$ cat config.mk
export PLATFORM = sky130hd
export DESIGN_NAME = aabb_microcode_engine
export DESIGN_NICKNAME = d
export VERILOG_FILES = /design/src/rtl/aabb_microcode_engine.sv
export SDC_FILE = /design/constraint.sdc
export NUM_CORES = 2
export LEC_CHECK = 0
export BUFFER_PORTS_ARGS = -buffer_cell sky130_fd_sc_hd__buf_2
export CAP_MARGIN = 20
export CORE_ASPECT_RATIO = 0.7
export CORE_MARGIN = 2
export CORE_UTILIZATION = 49
export DETAILED_ROUTE_END_ITERATION = 10
export GPL_TIMING_DRIVEN = 0
export SYNTH_ARGS = -nofsm -noshare
export SYNTH_HDL_FRONTEND = slang
export SYNTH_SLANG_ARGS = --single-unit
$ cat constraint.sdc
create_clock -name iClock -period 12.5 [get_ports iClock]
set_input_delay 1.25 -clock iClock [delete_from_list [all_inputs] [get_ports iClock]]
set_output_delay 1.25 -clock iClock [all_outputs]
set_load 0.05 [all_outputs]
$ cat src/rtl/aabb_microcode_engine.sv
// Microcoded ray/AABB slab-test engine: host-loaded program over a small
// fixed-point register file, fed by a show-ahead input FIFO.
module aabb_microcode_engine #(
    parameter int DATA_W      = 32,
    parameter int FRAC_BITS   = 16,
    parameter int REG_ADDR_W  = 3,
    parameter int INSN_ADDR_W = 5
) (
    input  logic                   iClock,
    input  logic                   iReset,
    input  logic                   iStart,
    output logic                   oBusy,
    output logic                   oDone,
    output logic                   oHit,
    output logic                   oError,
    input  logic                   iCfgWrite,
    input  logic                   iCfgInsn,
    input  logic [INSN_ADDR_W-1:0] iCfgAddr,
    input  logic [DATA_W-1:0]      iCfgData,
    output logic [DATA_W-1:0]      oCfgData,
    input  logic                   iFifoEmpty,
    input  logic [DATA_W-1:0]      iFifoData,
    output logic                   oFifoPop
);

    localparam int INSN_W = 4 + 3 * REG_ADDR_W;
    localparam int NREG   = 2 ** REG_ADDR_W;
    localparam int NINSN  = 2 ** INSN_ADDR_W;

    localparam logic [3:0] OP_NOP   = 4'd0;
    localparam logic [3:0] OP_SUB   = 4'd1;
    localparam logic [3:0] OP_MUL   = 4'd2;
    localparam logic [3:0] OP_MIN   = 4'd3;
    localparam logic [3:0] OP_MAX   = 4'd4;
    localparam logic [3:0] OP_POP   = 4'd5;
    localparam logic [3:0] OP_RGT   = 4'd6;
    localparam logic [3:0] OP_RLT   = 4'd7;
    localparam logic [3:0] OP_RTRUE = 4'd8;
    localparam logic [3:0] OP_RFALSE = 4'd9;

    typedef enum logic {S_IDLE, S_RUN} state_t;

    state_t                 state_q, state_d;
    logic [INSN_ADDR_W-1:0] ip_q, ip_d;
    logic                   done_q, done_d;
    logic                   hit_q, hit_d;
    logic                   err_q, err_d;

    logic [INSN_W-1:0] imem [NINSN];
    logic [DATA_W-1:0] rf   [NREG];

    logic [INSN_W-1:0]     insn;
    logic [3:0]            op;
    logic [REG_ADDR_W-1:0] dst, src_a, src_b;
    logic [DATA_W-1:0]     a, b;
    logic                  a_lt_b, a_gt_b;

    logic signed [2*DATA_W-1:0] prod;
    logic [DATA_W-1:0]          mul_res;
    logic                       unused_prod;

    logic              ex_we, cfg_we;
    logic [DATA_W-1:0] ex_wdata;
    logic              adv, fin, fin_hit, fin_err;

    assign insn  = imem[ip_q];
    assign op    = insn[INSN_W-1 -: 4];
    assign dst   = insn[3*REG_ADDR_W-1 -: REG_ADDR_W];
    assign src_a = insn[2*REG_ADDR_W-1 -: REG_ADDR_W];
    assign src_b = insn[REG_ADDR_W-1:0];
    assign a     = rf[src_a];
    assign b     = rf[src_b];

    assign a_lt_b = $signed(a) < $signed(b);
    assign a_gt_b = $signed(a) > $signed(b);

    // Full-width signed product; the kept window equals (A*B) >>> FRAC_BITS.
    assign prod = $signed({{DATA_W{a[DATA_W-1]}}, a})
                * $signed({{DATA_W{b[DATA_W-1]}}, b});
    assign mul_res     = prod[FRAC_BITS +: DATA_W];
    assign unused_prod = ^{prod[2*DATA_W-1 -: (DATA_W-FRAC_BITS)],
                           prod[FRAC_BITS-1:0]};

    assign cfg_we = iCfgWrite && (state_q == S_IDLE);

    always_ff @(posedge iClock or negedge iReset) begin
        if (!iReset) begin
            state_q <= S_IDLE;
            ip_q    <= '0;
            done_q  <= 1'b0;
            hit_q   <= 1'b0;
            err_q   <= 1'b0;
        end else begin
            state_q <= state_d;
            ip_q    <= ip_d;
            done_q  <= done_d;
            hit_q   <= hit_d;
            err_q   <= err_d;
        end
    end

    always_comb begin
        state_d  = state_q;
        ip_d     = ip_q;
        done_d   = 1'b0;
        hit_d    = hit_q;
        err_d    = err_q;
        ex_we    = 1'b0;
        ex_wdata = '0;
        adv      = 1'b0;
        fin      = 1'b0;
        fin_hit  = 1'b0;
        fin_err  = 1'b0;
        case (state_q)
            S_IDLE: begin
                if (iStart) begin
                    state_d = S_RUN;
                    ip_d    = '0;
                    hit_d   = 1'b0;
                    err_d   = 1'b0;
                end
            end
            S_RUN: begin
                unique case (op)
                    OP_NOP: adv = 1'b1;
                    OP_SUB: begin
                        ex_we    = 1'b1;
                        ex_wdata = a - b;
                        adv      = 1'b1;
                    end
                    OP_MUL: begin
                        ex_we    = 1'b1;
                        ex_wdata = mul_res;
                        adv      = 1'b1;
                    end
                    OP_MIN: begin
                        ex_we    = 1'b1;
                        ex_wdata = a_lt_b ? a : b;
                        adv      = 1'b1;
                    end
                    OP_MAX: begin
                        ex_we    = 1'b1;
                        ex_wdata = a_gt_b ? a : b;
                        adv      = 1'b1;
                    end
                    OP_POP: begin
                        if (!iFifoEmpty) begin
                            ex_we    = 1'b1;
                            ex_wdata = iFifoData;
                            adv      = 1'b1;
                        end
                    end
                    OP_RGT: begin
                        fin = a_gt_b;
                        adv = !a_gt_b;
                    end
                    OP_RLT: begin
                        fin = a_lt_b;
                        adv = !a_lt_b;
                    end
                    OP_RTRUE: begin
                        fin     = 1'b1;
                        fin_hit = 1'b1;
                    end
                    OP_RFALSE: fin = 1'b1;
                    default: begin
                        fin     = 1'b1;
                        fin_err = 1'b1;
                    end
                endcase
                // Running off the end of the RAM is an error, never a wrap.
                if (adv && (&ip_q)) begin
                    fin     = 1'b1;
                    fin_err = 1'b1;
                end else if (adv) begin
                    ip_d = ip_q + INSN_ADDR_W'(1);
                end
                if (fin) begin
                    state_d = S_IDLE;
                    ip_d    = '0;
                    done_d  = 1'b1;
                    hit_d   = fin_hit;
                    err_d   = fin_err;
                end
            end
            default: state_d = S_IDLE;
        endcase
    end

    always_comb begin
        oBusy    = (state_q == S_RUN);
        oFifoPop = (state_q == S_RUN) && (op == OP_POP) && !iFifoEmpty;
    end

    always_ff @(posedge iClock) begin
        if (cfg_we && iCfgInsn) begin
            imem[iCfgAddr] <= iCfgData[INSN_W-1:0];
        end
    end

    always_ff @(posedge iClock) begin
        if (cfg_we && !iCfgInsn) begin
            rf[iCfgAddr[REG_ADDR_W-1:0]] <= iCfgData;
        end else if (ex_we) begin
            rf[dst] <= ex_wdata;
        end
    end

    assign oCfgData = iCfgInsn
                    ? {{(DATA_W-INSN_W){1'b0}}, imem[iCfgAddr]}
                    : rf[iCfgAddr[REG_ADDR_W-1:0]];

    assign oDone  = done_q;
    assign oHit   = hit_q;
    assign oError = err_q;

endmodule

==> impl_metrics.toml <==
[synth]
ys_seq_area_frac = 0.307
ys_types = 104
netlist_area_mm2 = 0.0664
synthDominantAreaCellType = "edfxtp_1"
netlist_top_cells_area = "edfxtp_1 (30%), fa_1 (25%), mux4_2 (9.3%), inv_1 (4.8%), nand2_1 (4.7%)"
yosys_most_used_dff = "edfxtp_1"
postSynthRegisterBits = 681
net_count_synth = 7152
commonest_cells_in_the_netlist = "inv_1 (854), fa_1 (839), nand2_1 (835), edfxtp_1 (672), nor2_1 (606)"
synth_edf_count = 672
asyncSetResetFlopFracSynth = 0.0132
yosysWarningCount = 0
synthesis.instances = 6018
most_used_standard_cell_by_instance_count_after_synthesis = "inv_1"
synthDominantCellAreaShare = 0.304
synthesis.area_per_instance_um2 = 11.0

[global_route]
vias_in_the_first_global_route = 51460
grt_max_degree = 34
grt_usage = 0.414
antenna_violations_before_repair = 19
global_route.overflow_total = 0
grt_pass1_wl_um = 398000

[route]
dr_total_vias = 53213
drt.antenna.violating_nets = 0
routed_wl_um = 287000
avgViaCountPerCell = 6.53
drc = 0
detailed_router_iteration_count_before_antenna_repair = 7
avgRoutedWirePerCell_um = 35.2
detailed_router_s_first_iteration_violation_count = 9496

[die]
die_height_um = 312
core_area_mm2 = 0.134
core.rowCount = 112
ios = 112
die_w_um = 444
start_util = 0.496
die_area_mm2 = 0.139

[worst_setup_path]
timing.reg2reg.worst_path_depth = 37
crit_arrival_ns = 12.95
timing.critical_path.to_type = "register"
worst_r2r_startpoint = "ip_q[3]"
criticalPathCategory = "reg2reg"
critical_path.max_fanout = 10
crit_path_max_incr_delay_ns = 0.65
cp-start-kind = "register"
critical_path.reg2reg.endpoint = "rf[5][31]"
dominant_cell_type_by_count_on_the_critical_path = "fa_1"
rrSetupSlack_ns = -0.07
cp.required_ns = 12.88
timing.critical_path.slowest_stage_cell = "o211ai_1"

[timing]
timing_worst_slew_pin_value_ns = 1.40
max_freq_mhz = 79.6
finalMaxSlewViolations = 0
final-setup-viol-count = 8
final_period_minus_worst_setup_slack_ns = 12.57
min_period_over_period = 1.01
final.setup_skew_ns = 0.0272
slew_headroom = 0.0581
finalSetupTns_ns = -0.513
final_hold_violation_count = 0
worst_slack_ns = -0.0681

[layout]
areaGrowthSynthToFinish_pct = 12.8
nets = 7459
layout.area.seq_mm2 = 0.0204
instances_no_fill = 8152
fillers = 11468
post_route_cells_drive_above_1_share = 0.175
multi_input_comb_area_mm2 = 0.0419

[outcome]
outcome = "finished with violations"
failing_checks = "setup timing"

[place]
buffer_ports.inserted = 106
detailedPlacementHpwl_um = 230000
total_placed_cells_including_tap_cells = 7974
place_congestion = 1.06

[clock_tree]
max-clock-path-buffers = 3
clk-insertion-delay-late_ns = 0.67
clk_pin_slew_worst_paths_ns = 0.08
post_cts_hold_buffer_count = 0
cts.root.buffer_cell = "clkbuf_16"
cts_tree = "built"
cts_inserted_buffers = 58
h-tree-depth = 2
clkSinkCount = 681

[min_path]
hp-class = "in2async"

[run]
max_cap_violations = 0
[cell families after synthesis]
kind of cell,share of synthesized area
AOI/OAI and AO/OA,0.0591
buffers and inverters,0.0745
xor gates and xnor gates,0.0129
adders and majority gates,0.294
and+or+nand+nor,0.114
DFF,0.307
muxes,0.138
[through the flow]
stage | setup WS, ns | util | cell area [um^2] | hold WS (ns)
6_report | -0.0681 | 0.560 | 74900 | 0.423
3_3_place_gp | -4.38 | 0.517 | 69100 | 0.565
3_5_place_dp | -3.66 | 0.528 | 70700 | 0.567
4_1_cts | 0.0121 | 0.552 | 73900 | 0.412
2_1_floorplan | 1.60 | - | 66400 | 0.657
5_1_grt | -0.00514 | 0.559 | 74900 | 0.420
[how the worst max path moves through the flow]
stage,startpoint,to,depth (start not counted)
detailed placement,ip_q[1],rf[4][24],43
CTS,ip_q[0],rf[5][31],45
floorplan,ip_q[0],rf[0][28],46
finish,ip_q[3],rf[5][31],37
global route,ip_q[0],rf[5][31],46
global placement,ip_q[1],rf[4][31],40
[routing by layer]
metal,vias to the layer above,GRT usage,share of wire
met5,-,0,0.00085
met2,4492,0.504,0.36
met4,16,0.114,0.033
met3,500,0.213,0.19
li1,20789,-,-
met1,27416,0.631,0.41
[worst max-delay path: cells and delay by family, from the launching register on]
kind | cells | cell delay [ns]
adders and majority gates | 9 | 4.51
muxes | 1 | 0.19
buffers and inverters | 12 | 3.07
DFF | 1 | 0.60
AOI/OAI and AO/OA | 7 | 2.25
and+or+nand+nor | 7 | 1.33
xor gates and xnor gates | 1 | 0.23
[sequential cells by signal, summed over array words and instances, names as in the netlist]
register and cells:
oDone 1, ip_q 5, oHit 1, oError 1, imem 416, rf 256, oBusy 1
[placed cells by master (no fill, tap or decap), types with 31 or more instances in the layout]
cell and n:
nor2_2 31, fa_1 834, o21ai_0 103, clkbuf_4 44, and2_1 36, mux2i_1 208
ha_1 209, mux2_2 44, nand3_1 176, nand2_1 832, buf_2 140, nor2_1 567
buf_4 94, buf_6 40, a21oi_1 134, clkbuf_16 58, clkbuf_1 128, buf_12 31
edfxtp_1 672, inv_1 836, mux4_2 275, xnor2_1 56, buf_8 69, a22oi_1 33
a21o_1 32
[area by class of cell]
cell class / instances / share of cell area
sequential: 681 / 0.272
inverter: 878 / 0.0455
multi-input combinational: 4089 / 0.559
clock buffer: 66 / 0.0200
clock inverter: 42 / 0.00710
tap: 1767 / 0.0295
antenna: 12 / 0.000401
buffer: 340 / 0.0295
timing repair buffer: 277 / 0.0363
[what timing repair did]
item | 4_1_cts | 5_1_grt
setup endpoints to repair | 256 | 232
pin swaps | 13 | 25
resized for setup | 331 | 229
setup buffers | 44 | 31
Power is left out: the tool's default activity adds up to more than one toggle a clock period on the data nets, which glitch-free logic cannot reach.
